## src/rtl/seg_pkg.sv

```systemverilog
// Shared types and hex encoder for the seven-segment display controller.
// The per-digit blink bit is present only when SEG_BLINK_EN is defined.
package seg_pkg;

  localparam logic [7:0] SEG_BLANK = 8'hFF;

  typedef struct packed {
    logic       valid;
    logic [3:0] val;
    logic       dp;
`ifdef SEG_BLINK_EN
    logic       blink;
`endif
  } seg_entry_t;

  // Active-low {g,f,e,d,c,b,a} pattern for one hex digit.
  function automatic logic [6:0] hex_to_seg(input logic [3:0] v);
    logic [6:0] s;
    case (v)
      4'h0: s = 7'h40;
      4'h1: s = 7'h79;
      4'h2: s = 7'h24;
      4'h3: s = 7'h30;
      4'h4: s = 7'h19;
      4'h5: s = 7'h12;
      4'h6: s = 7'h02;
      4'h7: s = 7'h78;
      4'h8: s = 7'h00;
      4'h9: s = 7'h10;
      4'hA: s = 7'h08;
      4'hB: s = 7'h03;
      4'hC: s = 7'h46;
      4'hD: s = 7'h21;
      4'hE: s = 7'h06;
      4'hF: s = 7'h0E;
    endcase
    return s;
  endfunction

endpackage

```

## src/rtl/seg_rr_arb.sv

```systemverilog
// Round-robin arbiter: registered one-hot grant pulse, then one forced idle cycle
// so a requester can drop its request before it could be granted again.
module seg_rr_arb #(
  parameter int unsigned NReq = 4
) (
  input  logic            clk_i,
  input  logic            rst_ni,
  input  logic [NReq-1:0] req_i,
  input  logic            hold_i,
  output logic [NReq-1:0] gnt_o
);

  localparam int unsigned PtrW = $clog2(NReq);

  logic [PtrW-1:0] ptr_q, ptr_d;
  logic [PtrW-1:0] pick, scan;
  logic [NReq-1:0] gnt_q, gnt_d;
  logic            found;

  always_comb begin
    found = 1'b0;
    pick  = '0;
    scan  = ptr_q;
    // Walk requesters starting at the pointer, wrapping at NReq-1.
    for (int unsigned k = 0; k < NReq; k++) begin
      if (!found && req_i[scan]) begin
        found = 1'b1;
        pick  = scan;
      end
      scan = (scan == PtrW'(NReq - 1)) ? '0 : scan + PtrW'(1);
    end

    gnt_d = '0;
    ptr_d = ptr_q;
    if (found && !hold_i && !(|gnt_q)) begin
      gnt_d[pick] = 1'b1;
      ptr_d       = (pick == PtrW'(NReq - 1)) ? '0 : pick + PtrW'(1);
    end
  end

  always_ff @(posedge clk_i or negedge rst_ni) begin
    if (!rst_ni) begin
      gnt_q <= '0;
      ptr_q <= '0;
    end else begin
      gnt_q <= gnt_d;
      ptr_q <= ptr_d;
    end
  end

  assign gnt_o = gnt_q;

endmodule

```

## src/rtl/seg_disp_ctrl.sv

```systemverilog
// Shared seven-segment controller: arbitrated writes into a digit buffer, scanned
// onto active-low anode/segment pins. Define SEG_BLINK_EN for per-digit blinking.
module seg_disp_ctrl
  import seg_pkg::*;
#(
  parameter int unsigned NREQ      = 4,
  parameter int unsigned NDIG      = 8,
  parameter int unsigned SCAN_DIV  = 1000,
  parameter int unsigned BLINK_DIV = 64
) (
  input  logic              clk,
  input  logic              rst,
  input  logic [NREQ-1:0]   req,
  input  logic [NREQ*3-1:0] wr_dig,
  input  logic [NREQ*4-1:0] wr_val,
  input  logic [NREQ-1:0]   wr_dp,
`ifdef SEG_BLINK_EN
  input  logic [NREQ-1:0]   wr_blink,
`endif
  input  logic              clear,
  output logic [NREQ-1:0]   gnt,
  output logic [NDIG-1:0]   an_o,
  output logic [7:0]        seg_o
);

  localparam int unsigned IdxW = $clog2(NDIG);
  localparam int unsigned CntW = $clog2(SCAN_DIV);

  seg_entry_t            dbuf_q [NDIG];
  seg_entry_t            dbuf_d [NDIG];
  seg_entry_t            wr_entry, cur;
  logic                  wr_en;
  logic [IdxW-1:0]       wr_idx;
  logic [CntW-1:0]       cnt_q, cnt_d;
  logic [IdxW-1:0]       idx_q, idx_d;
  logic                  cnt_wrap;
  logic [NDIG-1:0]       an_q, an_d;
  logic [7:0]            seg_q, seg_d;

  // Only the low IdxW bits of each digit index are meaningful.
  logic unused_wr_dig;
  assign unused_wr_dig = ^wr_dig;

  seg_rr_arb #(
    .NReq (NREQ)
  ) u_arb (
    .clk_i  (clk),
    .rst_ni (rst),
    .req_i  (req),
    .hold_i (clear),
    .gnt_o  (gnt)
  );

  // The granted requester's fields are captured at the edge closing its grant cycle.
  always_comb begin
    wr_en    = 1'b0;
    wr_idx   = '0;
    wr_entry = '0;
    for (int unsigned i = 0; i < NREQ; i++) begin
      if (gnt[i]) begin
        wr_en          = 1'b1;
        wr_idx         = wr_dig[3*i +: IdxW];
        wr_entry.valid = 1'b1;
        wr_entry.val   = wr_val[4*i +: 4];
        wr_entry.dp    = wr_dp[i];
`ifdef SEG_BLINK_EN
        wr_entry.blink = wr_blink[i];
`endif
      end
    end
  end

  always_comb begin
    dbuf_d = dbuf_q;
    if (clear) begin
      for (int unsigned i = 0; i < NDIG; i++) dbuf_d[i] = '0;
    end else if (wr_en) begin
      dbuf_d[wr_idx] = wr_entry;
    end
  end

  always_comb begin
    cnt_wrap = (cnt_q == CntW'(SCAN_DIV - 1));
    cnt_d    = cnt_wrap ? '0 : cnt_q + CntW'(1);
    idx_d    = cnt_wrap ? idx_q + IdxW'(1) : idx_q;
  end

`ifdef SEG_BLINK_EN
  localparam int unsigned FrmW = (BLINK_DIV > 1) ? $clog2(BLINK_DIV) : 1;

  logic [FrmW-1:0] frm_q, frm_d;
  logic            phase_q, phase_d;
  logic            frame_done;

  // phase_q high means blink-flagged digits are shown.
  always_comb begin
    frame_done = cnt_wrap && (idx_q == IdxW'(NDIG - 1));
    frm_d      = frm_q;
    phase_d    = phase_q;
    if (clear) begin
      frm_d   = '0;
      phase_d = 1'b1;
    end else if (frame_done) begin
      if (frm_q == FrmW'(BLINK_DIV - 1)) begin
        frm_d   = '0;
        phase_d = ~phase_q;
      end else begin
        frm_d = frm_q + FrmW'(1);
      end
    end
  end

  always_ff @(posedge clk or negedge rst) begin
    if (!rst) begin
      frm_q   <= '0;
      phase_q <= 1'b1;
    end else begin
      frm_q   <= frm_d;
      phase_q <= phase_d;
    end
  end
`else
  logic unused_blink_div;
  assign unused_blink_div = (BLINK_DIV != 0);
`endif

  // Outputs are built from next-state values so anode and segments move together.
  always_comb begin
    cur   = dbuf_d[idx_d];
    seg_d = SEG_BLANK;
    if (cur.valid) seg_d = {~cur.dp, hex_to_seg(cur.val)};
`ifdef SEG_BLINK_EN
    if (cur.valid && cur.blink && !phase_d) seg_d = SEG_BLANK;
`endif
    an_d = ~(NDIG'(1) << idx_d);
  end

  always_ff @(posedge clk or negedge rst) begin
    if (!rst) begin
      for (int unsigned i = 0; i < NDIG; i++) dbuf_q[i] <= '0;
      cnt_q <= '0;
      idx_q <= '0;
      an_q  <= {{(NDIG-1){1'b1}}, 1'b0};
      seg_q <= SEG_BLANK;
    end else begin
      dbuf_q <= dbuf_d;
      cnt_q  <= cnt_d;
      idx_q  <= idx_d;
      an_q   <= an_d;
      seg_q  <= seg_d;
    end
  end

  assign an_o  = an_q;
  assign seg_o = seg_q;

endmodule

```

## config.mk

```make
export PLATFORM = sky130hd
export DESIGN_NAME = seg_disp_ctrl
export DESIGN_NICKNAME = d
export VERILOG_FILES = /design/src/rtl/seg_pkg.sv /design/src/rtl/seg_rr_arb.sv /design/src/rtl/seg_disp_ctrl.sv
export SDC_FILE = /design/constraint.sdc
export NUM_CORES = 1
export LEC_CHECK = 0
export CAP_MARGIN = 20
export CORE_ASPECT_RATIO = 0.6
export CORE_MARGIN = 10
export CORE_UTILIZATION = 40
export DETAILED_ROUTE_END_ITERATION = 12
export GPL_TIMING_DRIVEN = 0
export SYNTH_ARGS = -nofsm -noshare
export SYNTH_HDL_FRONTEND = slang
export SYNTH_HIERARCHICAL = 1
export SYNTH_SLANG_ARGS = --single-unit
export TNS_END_PERCENT = 30
```

## constraint.sdc

```tcl
create_clock -name clk -period 4.7 [get_ports clk]
set_input_delay 0.94 -clock clk [delete_from_list [all_inputs] [get_ports clk]]
set_output_delay 0.94 -clock clk [all_outputs]
set_load 0.005 [all_outputs]
```

==> results of run 1 <==
-- cells in the mapped netlist, types with 3 or more instances --
master     n
dfrtp_1   68
nor2_1    60
nand2_1   32
mux2i_1   29
a21oi_1   23
nor3_1    22
nand3_1   18
inv_1     17
o21ai_0   17
dfstp_2   15
ha_1      13
nor2b_1    9
o31ai_1    9
or2_2      9
and3_1     8
clkbuf_1   8
a221oi_1   7
buf_2      7
o211ai_1   7
nand2b_1   6
o22ai_1    6
a21o_1     5
o211a_1    5
xor2_1     5
a221o_1    4
and2_1     4
nand4_1    4
nor3b_1    4
o21a_1     4
o221ai_1   4
and2_2     3
mux4_2     3
nor4_1     3
xnor2_1    3
-- metal layers --
layer	GRT usage, %	wire length [microns]	share of wire [%]
met1	26.5	7510	52
met2	21.9	5580	39
met3	4.43	1110	7.7
met4	3.43	135	0.94
met5	0	0	0
-- through the flow --
stage	instance area, sq um	setup TNS (ns)	worst slack (ns)
finish	5920	0	0.130
detailed placement	5590	-2.83	-0.558
global placement	5560	-17.60	-0.424
CTS	5870	0	0.0820
floorplan	4790	0	0.782
global route	5920	0	0.000811
-- registers in the layout, indices dropped and copies added, names as in the netlist --
signal / flops
dbuf_q: 48
cnt_q: 10
an_o: 8
seg_o: 8
u_arb/gnt_o: 4
idx_q: 3
u_arb/ptr_q: 2
-- cells by family after synthesis --
| kind of cell | count (synthesis) |
|---|---|
| buffers and inverters | 38 |
| and+or+nand+nor | 193 |
| AOI/OAI and AO/OA | 122 |
| adders and majority gates | 13 |
| muxes | 35 |
| xor gates and xnor gates | 8 |
| DFF | 83 |
-- timing repair --
action                                  in CTS  in global routing
resized for setup                            1                  5
buffers inserted                             0                  0
pin swaps                                    0                  1
endpoints found under the setup margin       4                  4
-- power by group through the flow --
stage	sequential [mW]	combinational, mW	clock, mW
final	0.867	1.74	0.686
after CTS	0.867	1.68	0.704
after detailed placement	0.878	1.67	0
after global placement	0.877	1.63	0
after global routing	0.877	1.90	0.740
after floorplan	0.868	1.17	0
-- worst paths after layout --
| kind | start | endpoint | depth (start not counted) |
|---|---|---|---|
| setup / recovery | wr_dig[3] | seg_o[0] | 12 |
| hold / removal | rst | dbuf_q[23] | 1 |
| setup reg to reg | u_arb/gnt_o[3] | seg_o[0] | 13 |
| hold reg to reg | cnt_q[0] | cnt_q[0] | 1 |
| max in group asynchronous | rst | seg_o[1] | 2 |
| min in group clk | cnt_q[0] | cnt_q[0] | 1 |
-- critical path, delay by kind of cell --
kind                     cells  cell delay [ns]
AND/OR/NAND/NOR              2             0.19
adder cells (fa/ha/maj)      1             0.28
multiplexers                 1             0.37
buffers and inverters        2             0.63
AO/OA/AOI/OAI                6             2.41
-- layout make-up --
class	instances	area [sq um]	area share (%)
multi-input combinational	371	2560	43.2
sequential	83	2100	35.4
timing repair buffer	60	606	10.2
clock buffer	11	233	3.93
tap	160	200	3.38
buffer	21	108	1.82
inverter	17	63.8	1.08
clock inverter	5	56.3	0.951
==> results_dict.tcl, run 1 <==
set metrics [dict create \
    cts.clk_slew.worst_paths_ns 0.06 \
    cts_buffers 9 \
    grt_max_degree 67 \
    final_antenna_net_count 0 \
    leakage_nw 2.63 \
    fin_nets 615 \
    holdCritPathClass "input pin to asynchronous set/reset pin" \
    via_count 4197 \
    initial_core_util_pct 41.6 \
    synth_compound_area_share_pct 19.5 \
    grt_first_pass_wirelength_mm 23.0 \
    clockBufferDepth 2 \
    total_power_mw 3.29 \
    end_kind "flop" \
    cts-root-buf "clkbuf_16" \
    finClkSkew_ns 0.00420 \
    power_frac_comb_pct 52.8 \
    synth_top_area_share_pct 35.5 \
    dpl.hpwl_mm 11.0 \
    rrSetupSlack_ns 0.38 \
    wirelength_mm 14.3 \
    fill_cells 1074 \
    synth_area_sq_um 4790 \
    final_common_cell "dfrtp_1" \
    layout.cells.non_filler 728 \
    cts_tree "yes" \
    dp_cells 710 \
    syn_area_per_cell_sq_um 9.75 \
    max_freq_mhz 219 \
    p_int_mw 1.86 \
    initialDrtViolationCount 490 \
    hold_ws_ns 0.464 \
    crit_required_ns 4.94 \
    yosys.area.top_type "dfrtp_1" \
    worstPathMaxFanout 7 \
    rsz0062_at_grt "no" \
    wl_per_cell_microns 19.7 \
    final_cell_mix "dfrtp_1, nor2_1, clkdlybuf4s50_1, nand2_1, mux2i_1" \
    hold_viol 0 \
    synth_top_family_by_area "simple AND/OR/NAND/NOR gates" \
    die-area_sq_um 16900 \
    p_sw_share_pct 43.3 \
    timing.slew.headroom_pct 41.4 \
    arrival_ns 4.81 \
    die_w_microns 161 \
    yosysUniqueCellTypes 73 \
    worstMarginPinSlew_ns 0.873 \
    min_period_over_period_pct 97.2 \
    setup_viol_count_final 0 \
    die_y_microns 105 \
    synth-seq-cells 83 \
    area.growth.synth_to_final_pct 23.4 \
    io_buffer_count 56 \
    grt_usage_pct 16.8 \
    seqPwrFrac_pct 26.4 \
    drive_gt1_share_pct 15.0 \
    clock-sinks 83 \
    startpoint_type "input pin" \
    gr-total-overflow 0 \
    status "finished clean" \
    h-tree-depth 3 \
    synth_xor_area_share_pct 1.46 \
    cp_slowest_cell "a2111oi_4" \
    synth_flop_cell "dfrtp_1" \
    clock_power_share_pct 20.8 \
    p_sw_mw 1.43 \
    min_period_ns 4.57 \
    antenna_found_initial 0 \
    drv_cap 0 \
    synth_cells 492 \
    grt_pass1_vias 4038 \
    critPathMaxStageDelay_ns 0.67 \
    final_util_pct 51.4 \
    yosys-top-cells-area "dfrtp_1, dfstp_2, mux2i_1, nor2_1, ha_1" \
    maxSlewViolCount 0 \
    insertion_delay_ns 0.34 \
    synth-seq-area-share_pct 43.7 \
    path_class "input pin to flop" \
    synth_warnings 6 \
    diodes 0 \
    synth_edf_count 0 \
    synth-simple-area-share_pct 20.1 \
    max-vdd-ir-drop_v 0.000224 \
    pin_count 59 \
    core_sq_um 11500 \
    drc 0 \
    crit_chain "clkdlybuf4s50_1, nand2_1, a311o_4, a2111oi_4, mux2i_1, nor3_1, a221o_1, o21ai_1, inv_1, ha_1, o31ai_1, o21ai_1" \
    p_per_area_nw_per_um2 556 \
    async_reset_ff_share_pct 100 \
    syn-num-nets 544 \
    dr.pass1.iters 5 \
    rows 30 \
    synth_fa_ha_area_share_pct 3.39 \
    via_per_inst 5.77 \
    synth_mux_area_share_pct 8.25 \
    cpMostUsedCell "o21ai_1" \
    postCtsHoldBufs 0 \
    gp_congestion 0.912 \
]
Note: power is estimated with default switching activity, not from simulation.
==> inputs of run 2 (changes only) <==
- GPL_TIMING_DRIVEN: 0 -> unset
- clock period: 4.7 -> 3.8 ns (I/O delays scaled with it)
==> run 2 against run 1 <==
Effect of this change:
- cell count is 7.1% higher
- clock-buffer cell count is 1 lower
- non-clock buffer count increased by 52
- critical path type unchanged
- sequential power grew 28%
==> results_dict.tcl, run 2 (synthesis gave the netlist of run 1 again) <==
set metrics [dict create \
    place_ws_ns -0.500 \
    grt_pass1_vias 4259 \
    maxSlewViolCount 0 \
    crit_chain "clkdlybuf4s50_1, nand3b_4, a311o_4, buf_4, a2111oi_4, mux2i_1, nor3_1, a221oi_1, a31oi_2, inv_1, ha_1, inv_1, nor2_1, a21oi_1, o221ai_1" \
    p_per_area_nw_per_um2 709 \
    final_common_cell "buf_4" \
    end_kind "flop" \
    critPathMaxStageDelay_ns 0.52 \
    initial_core_util_pct 41.6 \
    postCtsHoldBufs 0 \
    largestRegisters "dbuf_q (48), cnt_q (10)" \
    cp_slowest_cell "clkdlybuf4s50_1" \
    worst-r2r-cell-count 12 \
    setup_viol_count_final 0 \
    initialDrtViolationCount 362 \
    cts_buffers 9 \
    insertion_delay_ns 0.35 \
    rows 30 \
    via_count 4427 \
    cts-root-buf "clkbuf_16" \
    grt_first_pass_wirelength_mm 23.9 \
    max_freq_mhz 272 \
    total_power_mw 4.55 \
    drc 0 \
    reg2reg_to "seg_o[6]" \
    rrSetupSlack_ns 0.25 \
    hold_ws_ns 0.309 \
    path_delay_family "compound AO/OA/AOI/OAI gates" \
    cts.clk_slew.worst_paths_ns 0.07 \
    wl_per_cell_microns 19.3 \
    multi_input_area_sq_um 2580 \
    crit_path_start "wr_dig[0]" \
    h-tree-depth 3 \
    holdCritPathClass "input pin to asynchronous set/reset pin" \
    final_antenna_net_count 0 \
    gp_congestion 0.918 \
    core_sq_um 11500 \
    gr-total-overflow 0 \
    min_period_ns 3.68 \
    io_buffer_count 58 \
    via_per_inst 5.68 \
    setup_ws_ns 0.121 \
    die_y_microns 105 \
    r2r-start "u_arb/gnt_o[2]" \
    layout.cells.non_filler 780 \
    status "finished clean" \
    antenna_found_initial 0 \
    drv_cap 0 \
    die-area_sq_um 16900 \
    rsz0062_at_grt "yes" \
    min_period_over_period_pct 96.8 \
    wirelength_mm 15.1 \
    grt_usage_pct 17.6 \
    final_util_pct 55.6 \
    grt_max_degree 84 \
    worstMarginPinSlew_ns 0.944 \
    cts_tree "yes" \
    fin_setup_tns_ns 0 \
    dpl.hpwl_mm 11.6 \
    leakage_nw 2.92 \
    crit_required_ns 4.06 \
    hold_viol 0 \
    final_cell_mix "buf_4, dfrtp_1, nor2_1, clkdlybuf4s50_1, nand2_1" \
    pin_count 59 \
    crit_buf_inv 4 \
    drive_gt1_share_pct 24.5 \
    top_register "dbuf_q" \
    path_depth 15 \
    clockBufferDepth 2 \
    largest_register_ffs 48 \
    worstPathMaxFanout 5 \
    cp-endpoint "seg_o[5]" \
    timing.slew.headroom_pct 36.7 \
    area.growth.synth_to_final_pct 33.7 \
    cpMostUsedCell "inv_1" \
    finClkSkew_ns 0.00766 \
    path_class "input pin to flop" \
    max-vdd-ir-drop_v 0.000346 \
    die_w_microns 161 \
    ff_latch_area_sq_um 2100 \
    diodes 0 \
    startpoint_type "input pin" \
    dr.pass1.iters 5 \
    dp_cells 762 \
    post_dp_cell_area_sq_um 6010 \
    fin_area_sq_um 6410 \
    fill_cells 1035 \
    arrival_ns 3.94 \
    fin_nets 667 \
    clock-sinks 83 \
]
==> run 2: layout make-up <==
cell class	count	area share [%]
Clock buffer	10	3.73
Clock inverter	6	1.09
Inverter	17	0.995
Multi-Input combinational cell	371	40.3
Sequential cell	83	32.7
Tap cell	160	3.12
Timing Repair Buffer	133	18.1
==> run 2: worst min path at each step <==
stage,startpoint,endpoint,slack (ns)
after floorplan,cnt_q[0],cnt_q[0],0.45
after CTS,cnt_q[0],cnt_q[0],0.48
after global placement,cnt_q[0],cnt_q[0],0.47
final,rst,dbuf_q[17],0.31
after global routing,rst,dbuf_q[18],0.33
after detailed placement,cnt_q[0],cnt_q[0],0.47
==> run 2: layer usage <==
metal	up-vias	global-route usage, %	wire, microns
li1	2048	-	-
met1	2168	26.9	7560
met2	195	23.3	5960
met3	16	5.80	1450
met4	0	2.85	116
met5	-	0	0
==> run 2: report_power, final <==
part | switching, mW | leakage [nW] | total, mW | internal, mW
registers | 0.0953 | 1.08 | 1.11 | 1.01
logic | 1.43 | 1.70 | 2.52 | 1.10
clock network | 0.383 | 0.142 | 0.914 | 0.532
total | 1.91 | 2.92 | 4.55 | 2.64
==> run 2: what timing repair did <==
item / CTS / global route
resized for setup: 2 / 10
setup buffers: 0 / 1
endpoints found under the setup margin: 7 / 7
endpoints found under the hold margin: 0 / 0
pin swaps: 0 / 2
==> edit 1: new RTL, config.mk and constraints of run 2 <==
Remove the register `seg_q`: a continuous assignment takes its place, so the output `seg_o` follows one clock earlier.
--- a/src/rtl/seg_disp_ctrl.sv
+++ b/src/rtl/seg_disp_ctrl.sv
@@ -141,15 +141,15 @@
       cnt_q <= '0;
       idx_q <= '0;
       an_q  <= {{(NDIG-1){1'b1}}, 1'b0};
-      seg_q <= SEG_BLANK;
     end else begin
       dbuf_q <= dbuf_d;
       cnt_q  <= cnt_d;
       idx_q  <= idx_d;
       an_q   <= an_d;
-      seg_q  <= seg_d;
     end
   end
+
+  assign seg_q = seg_d;
 
   assign an_o  = an_q;
   assign seg_o = seg_q;
Formal check against the unedited RTL: not equivalent (a bounded check fails within 4 cycles, from zero or initial values and one cycle with rst low).
==> edit 1 against run 2 <==
The run now ends with setup timing left; critical endpoint is now seg_o[3]; sequential cell count is 8 lower; global-route usage increased by 1.7 points; power increased by 18%; hold slack improved by 210 ps; clock skew is 2.9 ps lower; register-to-register slack improved by 720 ps; clock power grew 4.5%; synthesized area decreased by 4.4%; design area up 14%; setup slack worse by 790 ps; routed wire length is 1.3% higher; sequential power shrank 12%.
==> edit 1: results (changes against run 2) <==
Outcome - complete, but fails checks (was complete, no violations)
Failing checks - setup timing
Final Net Count - 751 (was 667)
Fin worst setup slack - -667 ps (was 121 ps)
Worst Setup EP - seg_o[3] (was seg_o[5])
Vias per inst - 5.42 (was 5.68)
GRT Resource Usage Total - 0.193 (was 0.176)
Clock Skew - 4.75 ps (was 7.66 ps)
P_sw - 2.21 mW (was 1.91 mW)
Met1 Usage GRT - 0.272 (was 0.269)
Layout Cells excl Fill - 848 (was 780)
Avg WL per Cell - 18.0 µm (was 19.3 µm)
Seq pwr - 0.972 mW (was 1.11 mW)
Setup violators final - 8 (was 0)
Crit path launch - u_arb/gnt_o[3] (was wr_dig[0])
Mux contribution to synthesized area - 0.0862 (was 0.0825)
Least-Margin Pin Slew - 974 ps (was 944 ps)
HP Class - reg -> reg (was in -> async)
DR iter-0 viols - 339 (was 362)
Avg Cell Area, Syn - 9.47 µm² (was 9.75 µm²)
Synth top area cells - dfrtp_1 (37%), mux2i_1 (6.3%), nor2_1 (4.9%) (was dfrtp_1 (35%), dfstp_2 (8.2%), mux2i_1 (6.1%))
VDD IR max - 413 µV (was 346 µV)
M2 GR Usage - 0.289 (was 0.233)
R2R depth - 8 (was 12)
Setup slack, reg-to-reg - 970 ps (was 250 ps)
Layout cells sized above 1 - 0.422 (was 0.245)
Sw frac - 0.413 (was 0.419)
Synth Area in XOR/XNOR - 0.0153 (was 0.0146)
Vias in the first global route - 4615 (was 4259)
Post-synthesis sequential area ratio - 0.411 (was 0.437)
WL met2 - 6660 µm (was 5960 µm)
M3 GR Usage - 0.0525 (was 0.0580)
## edit 1: what timing repair did
action,4_1_cts,5_1_grt
pin swaps,32,21
endpoints found under the setup margin,8,8
buffers inserted,19,6
hold buffers,0,0
resized for setup,112,22
## edit 1: area by class of cell
class                           count  share of cell area
Clock buffer                        9              0.0308
Clock inverter                      7              0.0142
Inverter                           17             0.00906
Multi-Input combinational cell    371               0.416
Sequential cell                    75               0.258
Tap cell                          144              0.0246
Timing Repair Buffer              225               0.247
## edit 1: worst max-delay path: stages (launching register included)
cell	delay [ps]
dfrtp_2	460
or2_4	280
a221o_1	350
a2111oi_4	400
buf_6	210
mux2i_4	250
nor2_2	90
o32ai_2	320
buf_4	170
a221oi_2	50
buf_4	170
buf_4	150
nand2_1	60
o21ai_0	70
o211ai_1	180
buf_2	160
==> edit 2: new RTL, flow settings as in run 2 <==
Made on the original files. Add a define of `SEG_BLINK_EN`.
--- a/src/rtl/seg_pkg.sv
+++ b/src/rtl/seg_pkg.sv
@@ -1,5 +1,7 @@
 // Shared types and hex encoder for the seven-segment display controller.
 // The per-digit blink bit is present only when SEG_BLINK_EN is defined.
+`define SEG_BLINK_EN
+
 package seg_pkg;
 
   localparam logic [7:0] SEG_BLANK = 8'hFF;
Ports: changed (added wr_blink); port bits go from 59 to 63. The function was not compared with the original's and may differ.
==> edit 2 against run 2 <==
Synthesized area rose by 18%; design area rose by 12%; sequential power rose by 20%; routed wire length rose by 7.5%; largest cell class unchanged; sequential cell count rose by 15; setup slack improved by 51 ps; largest power group unchanged; count of clock-buffer cells in the layout did not move; power rose by 9.9%; clock skew fell by 2.0 ps.
==> edit 2: results (changes against run 2) <==
Outcome - complete, no violations (unchanged)
Routed WL - 16200 µm (was 15100 µm)
P_sw - 2.02 mW (was 1.91 mW)
Max H-tree Level - 3 (unchanged)
Clock-pin slew on the worst setup and hold paths - 70 ps (about the same)
Crit Path Class - in -> reg (unchanged)
Post-synthesis sequential area ratio - 0.436 (was 0.437)
Layout cells sized above 1 - 0.200 (was 0.245)
Synth Area in Compound Gates - 0.189 (was 0.195)
Reg-to-Reg End - seg_o[2] (was seg_o[6])
Worst-skew pair later-pin latency - 350 ps (about the same)
Most frequent cells after synthesis - dfrtp_1 (82), nor2_1 (64), mux2i_1 (45) (was dfrtp_1 (68), nor2_1 (60), nand2_1 (32))
Clock Tree Buf Depth - 2 (unchanged)
Lkg Pwr - 3.13 nW (was 2.92 nW)
Vias in the first global route - 4848 (was 4259)
Port buffer count - 62 (was 58)
Crit path launch - wr_dig[3] (was wr_dig[0])
Num CTS Buffers - 9 (unchanged)
Avg Cell Area, Syn - 9.97 µm² (was 9.75 µm²)
CP arrival - 3870 ps (was 3940 ps)
Post-Synth Adder-Cell Area - 0.0331 (was 0.0339)
Slew Limit Headroom - 0.529 (was 0.367)
Synth top area cells - dfrtp_1 (36%), mux2i_1 (7.9%), dfstp_2 (7.4%) (was dfrtp_1 (35%), dfstp_2 (8.2%), mux2i_1 (6.1%))
Synth Net Count - 627 (was 544)
Worst reg2reg startpoint - u_arb/gnt_o[3] (was u_arb/gnt_o[2])
Final Net Count - 733 (was 667)
Core box area - 0.0137 mm² (was 0.0115 mm²)
Regs by FF count - dbuf_q x56, cnt_q x10 (was dbuf_q x48, cnt_q x10)
First-pass GRT wire length - 26500 µm (was 23900 µm)
Synth async-reset ratio - 1.00 (unchanged)
# placed instances - 856 (was 762)
Setup slack, reg-to-reg - 200 ps (was 250 ps)
DP HPWL - 11800 µm (was 11600 µm)
R2R depth - 11 (was 12)
TritonRoute pass-1 iters - 5 (unchanged)
Diodes inserted - 0 (unchanged)
HP Class - in -> async (unchanged)
Mux contribution to synthesized area - 0.102 (was 0.0825)
DR iter-0 viols - 376 (was 362)
GRT Resource Usage Total - 0.166 (was 0.176)
CP max FO - 7 (was 5)
Avg WL per Cell - 18.6 µm (was 19.3 µm)
Congestion Overflow GR - 0 (unchanged)
CTS Root Buffer Type - clkbuf_16 (unchanged)
Fill cells - 1237 (was 1035)
VDD IR max - 277 µV (was 346 µV)
GPL Wtd Cong - 0.846 (was 0.918)
Antenna violations before repair - 0 (unchanged)
Clock Skew - 5.64 ps (was 7.66 ps)
Synth warn - 6 (unchanged)
Synth Area in XOR/XNOR - 0.0154 (was 0.0146)
Largest net degree at the start of global routing - 72 (was 84)
Netlist cell types - 79 (was 73)
Vias per inst - 5.55 (was 5.68)
[edit 2: cell types whose count changed after synthesis, moves of 5 or more]
cell      change
mux2i_1      +16
dfrtp_1      +14
clkbuf_1      +9
and2_1        +7
or2_2         -7
buf_2         -5
inv_1         +5
nand2_1       +5
o211a_1       -5
o22ai_1       -5
[edit 2: power by group through the flow]
| stage | combinational [mW] | sequential [mW] | clock, mW |
|---|---|---|---|
| 6_report | 2.73 | 1.33 | 0.931 |
| 5_1_grt | 2.96 | 1.35 | 0.999 |
| 4_1_cts | 2.68 | 1.33 | 0.952 |
| 3_5_place_dp | 2.66 | 1.35 | 0 |
| 3_3_place_gp | 2.60 | 1.34 | 0 |
| 2_1_floorplan | 1.65 | 1.30 | 0 |
[edit 2: logic make-up after synthesis]
logic type / Yosys count
buffers and inverters: 51
multiplexers: 56
flip-flops: 98
adder cells (fa/ha/maj): 15
XOR/XNOR: 10
AND/OR/NAND/NOR: 204
AO/OA/AOI/OAI: 135
[edit 2: area by class of cell]
class | count | area [µm²] | area share
Timing Repair Buffer | 123 | 1080 | 0.151
Clock inverter | 6 | 71.3 | 0.00995
Inverter | 23 | 86.3 | 0.0120
Tap cell | 192 | 240 | 0.0335
Multi-Input combinational cell | 420 | 2990 | 0.416
Sequential cell | 98 | 2470 | 0.345
Clock buffer | 10 | 229 | 0.0319
[edit 2: repair_timing]
action / in CTS / in global routing
setup endpoints to repair: 0 / 6
resized for setup: 0 / 8
buffers inserted: 0 / 0
hold endpoints to repair: 0 / 0
[edit 2: through the flow]
step	total power, mW	instance area, µm²	hold WS (ps)	setup slack, ps
after floorplan	2.95	5670	448	397
after global placement	3.94	6850	466	-208
after detailed placement	4.01	6850	472	-284
after CTS	4.96	7150	423	59.7
after global routing	5.32	7170	442	-1.19
final	5.00	7170	407	172
[edit 2: how the worst min path moves through the flow]
stage / startpoint / to
floorplan: cnt_q[0] / cnt_q[0]
global placement: cnt_q[0] / cnt_q[0]
detailed placement: cnt_q[0] / cnt_q[0]
CTS: rst / dbuf_q[53]
global route: rst / dbuf_q[53]
finish: rst / dbuf_q[53]
[edit 2: routing by layer]
layer	track usage	vias up	wire (µm)
li1	-	2287	-
met4	0.0301	0	81
met5	0	-	0
met3	0.0412	8	1050
met1	0.257	2388	8620
met2	0.225	160	6450
[edit 2: worst max-delay path, stage by stage]
cell and delay, ps:
clkdlybuf4s50_1 460, a211oi_1 100, a221oi_4 450, and4_4 380, buf_4 140, mux2_2 330
a221oi_1 380, a22o_1 260, a221o_2 250, nand2_1 110, o221ai_1 250
